## config.mk

```make
export PLATFORM = sky130hd
export DESIGN_NAME = ps2_note_decoder_flat
export DESIGN_NICKNAME = d
export VERILOG_FILES = /design/src/rtl/ps2_note_decoder_if.sv /design/src/rtl/ps2_note_decoder.sv /design/src/flat_wrapper.sv
export SDC_FILE = /design/constraint.sdc
export NUM_CORES = 1
export LEC_CHECK = 0
export CAP_MARGIN = 5
export CORE_MARGIN = 8
export CORE_UTILIZATION = 55
export CTS_CLUSTER_SIZE = 30
export DETAILED_ROUTE_END_ITERATION = 7
export DONT_BUFFER_PORTS = 1
export PLACE_DENSITY = 0.71
export SLEW_MARGIN = 40
export SYNTH_ARGS = -nofsm -noshare
export SYNTH_HDL_FRONTEND = slang
export SYNTH_SLANG_ARGS = --single-unit
```

## constraint.sdc

```tcl
create_clock -name iClock -period 2.4 [get_ports iClock]
set_input_delay 0.48 -clock iClock [delete_from_list [all_inputs] [get_ports iClock]]
set_output_delay 0.48 -clock iClock [all_outputs]
set_load 0.05 [all_outputs]
```

## src/rtl/ps2_note_decoder_if.sv

```systemverilog
// Scan-code byte stream from the PS/2 receiver.
// One strobe per byte, no backpressure.
interface ps2_note_decoder_if;
  logic [7:0] iScanCode;
  logic       iScanValid;

  modport master (output iScanCode, output iScanValid);
  modport slave  (input  iScanCode, input  iScanValid);
endinterface

```

## src/rtl/ps2_note_decoder.sv

```systemverilog
// Set-2 scan-code decoder: make/break prefix tracking,
// note level output and one-shot control key pulses.
module ps2_note_decoder (
  input  logic                 iClock,
  input  logic                 iResetn,
  ps2_note_decoder_if.slave    scan,
  output logic [3:0]           oNote,
  output logic                 oNoteIn,
  output logic                 oOctavePlus,
  output logic                 oOctaveMinus,
  output logic                 oADSRPlus,
  output logic                 oADSRMinus,
  output logic [2:0]           oADSRSelector
);

  typedef enum logic [1:0] {
    IDLE,
    BRK,
    EXT,
    EXT_BRK
  } state_t;

  state_t     state, state_n;
  logic [3:0] note, note_n;
  logic       note_in, note_in_n;
  logic [3:0] pulse, pulse_n;
  logic [3:0] held, held_n;
  logic [1:0] sel, sel_n;

  logic       is_note, is_ctl, is_sel;
  logic [3:0] idx;
  logic [1:0] ctl;
  logic [1:0] sel_v;
  logic       do_make, do_brk;

  // pulse/held bit order: 0 oct-, 1 oct+, 2 adsr-, 3 adsr+
  always_comb begin
    is_note = 1'b0;
    is_ctl  = 1'b0;
    is_sel  = 1'b0;
    idx     = 4'd0;
    ctl     = 2'd0;
    sel_v   = 2'd0;
    case (scan.iScanCode)
      8'h1C: begin is_note = 1'b1; idx = 4'd0;  end
      8'h1D: begin is_note = 1'b1; idx = 4'd1;  end
      8'h1B: begin is_note = 1'b1; idx = 4'd2;  end
      8'h24: begin is_note = 1'b1; idx = 4'd3;  end
      8'h23: begin is_note = 1'b1; idx = 4'd4;  end
      8'h2B: begin is_note = 1'b1; idx = 4'd5;  end
      8'h2C: begin is_note = 1'b1; idx = 4'd6;  end
      8'h34: begin is_note = 1'b1; idx = 4'd7;  end
      8'h35: begin is_note = 1'b1; idx = 4'd8;  end
      8'h33: begin is_note = 1'b1; idx = 4'd9;  end
      8'h3C: begin is_note = 1'b1; idx = 4'd10; end
      8'h3B: begin is_note = 1'b1; idx = 4'd11; end
      8'h1A: begin is_ctl = 1'b1; ctl = 2'd0; end
      8'h22: begin is_ctl = 1'b1; ctl = 2'd1; end
      8'h21: begin is_ctl = 1'b1; ctl = 2'd2; end
      8'h2A: begin is_ctl = 1'b1; ctl = 2'd3; end
      8'h16: begin is_sel = 1'b1; sel_v = 2'd0; end
      8'h1E: begin is_sel = 1'b1; sel_v = 2'd1; end
      8'h26: begin is_sel = 1'b1; sel_v = 2'd2; end
      8'h25: begin is_sel = 1'b1; sel_v = 2'd3; end
      default: ;
    endcase
  end

  always_comb begin
    state_n   = state;
    note_n    = note;
    note_in_n = note_in;
    pulse_n   = 4'd0;
    held_n    = held;
    sel_n     = sel;
    do_make   = 1'b0;
    do_brk    = 1'b0;
    if (scan.iScanValid) begin
      unique case (state)
        IDLE: begin
          if (scan.iScanCode == 8'hF0)      state_n = BRK;
          else if (scan.iScanCode == 8'hE0) state_n = EXT;
          else                              do_make = 1'b1;
        end
        BRK: begin
          if (scan.iScanCode == 8'hE0)      state_n = EXT;
          else if (scan.iScanCode != 8'hF0) begin
            do_brk  = 1'b1;
            state_n = IDLE;
          end
        end
        EXT: begin
          if (scan.iScanCode == 8'hF0)      state_n = EXT_BRK;
          else if (scan.iScanCode != 8'hE0) state_n = IDLE;
        end
        EXT_BRK: state_n = IDLE;
        default: state_n = IDLE;
      endcase
    end
    if (do_make) begin
      if (is_note) begin
        note_n    = idx;
        note_in_n = 1'b1;
      end
      if (is_ctl) begin
        pulse_n[ctl] = ~held[ctl];
        held_n[ctl]  = 1'b1;
      end
      if (is_sel) sel_n = sel_v;
    end
    if (do_brk) begin
      // note stays put on release so the display erases the right key
      if (is_note && idx == note && note_in) note_in_n = 1'b0;
      if (is_ctl) held_n[ctl] = 1'b0;
    end
  end

  always_ff @(posedge iClock) begin
    if (!iResetn) begin
      state   <= IDLE;
      note    <= 4'd0;
      note_in <= 1'b0;
      pulse   <= 4'd0;
      held    <= 4'd0;
      sel     <= 2'd0;
    end else begin
      state   <= state_n;
      note    <= note_n;
      note_in <= note_in_n;
      pulse   <= pulse_n;
      held    <= held_n;
      sel     <= sel_n;
    end
  end

  assign oNote         = note;
  assign oNoteIn       = note_in;
  assign oOctaveMinus  = pulse[0];
  assign oOctavePlus   = pulse[1];
  assign oADSRMinus    = pulse[2];
  assign oADSRPlus     = pulse[3];
  assign oADSRSelector = {1'b0, sel};

endmodule
```

## src/flat_wrapper.sv

```systemverilog
// flat-port wrapper written by rule: the top's interface ports become plain ports
module ps2_note_decoder_flat 
  (iClock, iResetn, oNote, oNoteIn, oOctavePlus, oOctaveMinus, oADSRPlus, oADSRMinus, oADSRSelector, scan_iScanCode, scan_iScanValid);
  ps2_note_decoder_if scan_i ();
  input  logic iClock;
  input  logic iResetn;
  output logic [3:0] oNote;
  output logic oNoteIn;
  output logic oOctavePlus;
  output logic oOctaveMinus;
  output logic oADSRPlus;
  output logic oADSRMinus;
  output logic [2:0] oADSRSelector;
  input wire logic [$bits(scan_i.iScanCode)-1:0] scan_iScanCode;
  input wire logic [$bits(scan_i.iScanValid)-1:0] scan_iScanValid;
  assign scan_i.iScanCode = scan_iScanCode;
  assign scan_i.iScanValid = scan_iScanValid;
  ps2_note_decoder u_core (.iClock(iClock), .iResetn(iResetn), .scan(scan_i), .oNote(oNote), .oNoteIn(oNoteIn), .oOctavePlus(oOctavePlus), .oOctaveMinus(oOctaveMinus), .oADSRPlus(oADSRPlus), .oADSRMinus(oADSRMinus), .oADSRSelector(oADSRSelector));
endmodule
```

==> qor.csv <==
metric;value;unit
finClkSkew;0.002432;ns
tightest_slew;0.5857;ns
syn-mean-instance-area;8.354;um2
fin_nets;141;
setup_viol;0;
cts_resized;0;
hold_path.class;primary input to flop;
rsz0062_at_grt;false;
cts_setup_buffers;0;
num_antenna_cells;0;
power_density;439.6;nW/um2
outcome;finished clean;
yosys_warnings;0;
cp_slowest_cell;or4b_1;
worst_slack;0.4409;ns
cp_cell_sequence;or4b_1, or4b_4, a21oi_2, mux2i_1, nor2_1;
synth_cell_types;52;
stdcell_count;156;
fin_crit_sh;0.8163;
yosysSeqAreaShare;0.3063;
slew_violations;0;
leakagePower;0.3742;nW
numCtsBuffers;3;
p_sw;132.8;uW
vias;1007;
ant_nets;0;
grt_usage;0.1526;
cp.required;2.59;ns
grt_max_degree;17;
clock-sinks;17;
grt_pass1_wl;4429;um
rows;16;
setup_tns;0;ns
htreeDepth;1;
port_buffers;0;
maxSlewHeadroom;0.6090;
vias_per_cell;6.455;
synth-edff-count;0;
synth_async_sr_flop_share;0;
core-area;1942;um2
vdd_ir_drop_max;0.2777;mV
drive_gt1_frac;0.08527;
drt_pre_antenna_iters;4;
p_int;366.6;uW
crit_arrival;2.15;ns
gr-total-overflow;0;
cts_root_buf;clkbuf_4;
crit_fanout;9;
critPathMaxStageDelay;0.68;ns
clkPwrFrac;0.319;
drcViolationCount;0;
grt_pass1_vias;948;
place_inst;152;
hpwl;1964;um
wl_per_cell;16.99;um
maxCapViolCount;0;
die_height;60.95;um
antenna_found_initial;0;
min_period;1.959;ns
clk_latency;0.30;ns
syn_inst;133;
ys_seq_elements;17;
die_x;60.95;um
sw_frac_of_total;0.2660;
area_delta_synth_final;2.252;%
synthesis.nets;144;
routabilityCongestion;0.8433;
end_kind;flop;
power_frac_comb;0.104;
hold_viol_final;0;
cts_tree;yes;
wirelength;2651;um
synthFlopType;dfxtp_1;
synth_area;1111;um2
cts_hold_buf;0;
seqPwrFrac;0.577;
start_util;0.5722;
crit_type;primary input to flop;
max_freq;510.4;MHz
ios;23;
clk_path_buf_depth;2;
clk_pin_slew;0.10;ns
cp-start-kind;primary input;
dieArea;3714;um2
preCtsSetupSlack;0.1568;ns
first_iter_violations;43;
layout make-up:
class                   instances  area [um2]
multi-input cells             102       711.9
fillers                       190       805.8
flip-flops and latches         17       340.3
clock inverters                 1       5.005
well taps                      27       33.78
inverters                       6       22.52
clock buffers                   3       22.52
logic make-up after synthesis:
kind of cell / synth area share
xor gates and xnor gates: 0.03154
DFF: 0.3063
and+or+nand+nor: 0.3525
other: 0.003375
buffers and inverters: 0.05293
muxes: 0.07320
AOI/OAI and AO/OA: 0.1802
cell usage after synthesis, types with 2 or more instances:
cell type / instances / area [um2]
a211o_1: 2 / 17.52
a211oi_1: 3 / 22.52
a21oi_1: 4 / 20.02
and3_1: 2 / 12.51
and3b_1: 2 / 17.52
buf_2: 2 / 10.01
clkbuf_1: 5 / 18.77
dfxtp_1: 17 / 340.3
inv_1: 6 / 22.52
mux2i_1: 7 / 70.07
nand2_1: 8 / 30.03
nand2b_1: 5 / 31.28
nand3_1: 7 / 35.03
nand4_1: 3 / 18.77
nor2_1: 7 / 26.28
nor2b_1: 2 / 12.51
nor3_1: 3 / 15.01
nor3b_1: 3 / 22.52
nor4_1: 3 / 18.77
nor4b_1: 2 / 17.52
o21ai_0: 3 / 15.01
o22ai_1: 2 / 12.51
or2_1: 2 / 12.51
or3_1: 2 / 12.51
or3b_2: 2 / 17.52
xnor2_1: 3 / 26.28
metal layers:
| layer | global-route usage | routed length, um |
|---|---|---|
| met2 | 0.2202 | 1091 |
| met5 | 0 | 0 |
| met1 | 0.1983 | 1196 |
| met3 | 0.06992 | 339 |
| met4 | 0.03987 | 24 |
path summary, 6_finish.rpt:
check / startpoint / to / slack (ns) / cells past startpoint
setup / recovery: scan_iScanCode[4] / u_core.sel[0] / 0.44 / 5
hold / removal: scan_iScanCode[3] / u_core.pulse[1] / 0.25 / 1
setup reg to reg: u_core.state[1] / u_core.oNote[1] / 0.79 / 4
hold reg to reg: u_core.state[1] / u_core.state[1] / 0.49 / 2
worst max-delay path, delay by kind of cell:
kind | cells | cell delay (ns)
AO/OA/AOI/OAI | 1 | 0.16
AND/OR/NAND/NOR | 3 | 1.29
multiplexers | 1 | 0.21
sequential cells by signal, summed over array words and instances (netlist names):
register	count
u_core.pulse	4
u_core.oNoteIn	1
u_core.held	4
u_core.oNote	4
u_core.sel	2
u_core.state	2
layout by cell type, fill, tap and decap left out, types with 2 or more instances in the layout:
cell / n
a211o_1: 2
a211oi_1: 3
a21oi_1: 4
and3_1: 2
and3b_1: 2
clkbuf_4: 3
dfxtp_1: 17
inv_1: 6
mux2i_1: 7
nand2_1: 8
nand2b_1: 5
nand3_1: 7
nand4_1: 3
nor2_1: 7
nor2b_1: 2
nor3_1: 3
nor3b_1: 3
nor4_1: 3
nor4b_1: 2
o21ai_0: 3
o22ai_1: 2
or2_1: 2
or3_1: 2
or3b_2: 2
xnor2_1: 3
per-stage QoR:
| stage | power (mW) | utilization | hold slack, ns | instance area (um2) |
|---|---|---|---|---|
| after global placement | 0.3443 | 0.5709 | 0.4666 | 1109 |
| after detailed placement | 0.3452 | 0.5709 | 0.4790 | 1109 |
| after CTS | 0.5017 | 0.5851 | 0.2472 | 1136 |
| final | 0.4994 | 0.5851 | 0.2456 | 1136 |
| after floorplan | 0.3485 | - | 0.4534 | 1111 |
| after global routing | 0.5209 | 0.5851 | 0.2409 | 1136 |
power by group through the flow:
stage	sequential (mW)	combinational, mW	clock, mW
6_report	0.288	0.0519	0.160
5_1_grt	0.288	0.0571	0.175
4_1_cts	0.288	0.0510	0.163
3_5_place_dp	0.295	0.0507	0
3_3_place_gp	0.295	0.0498	0
2_1_floorplan	0.294	0.0544	0
No activity file was read; power rests on OpenSTA's default activity.
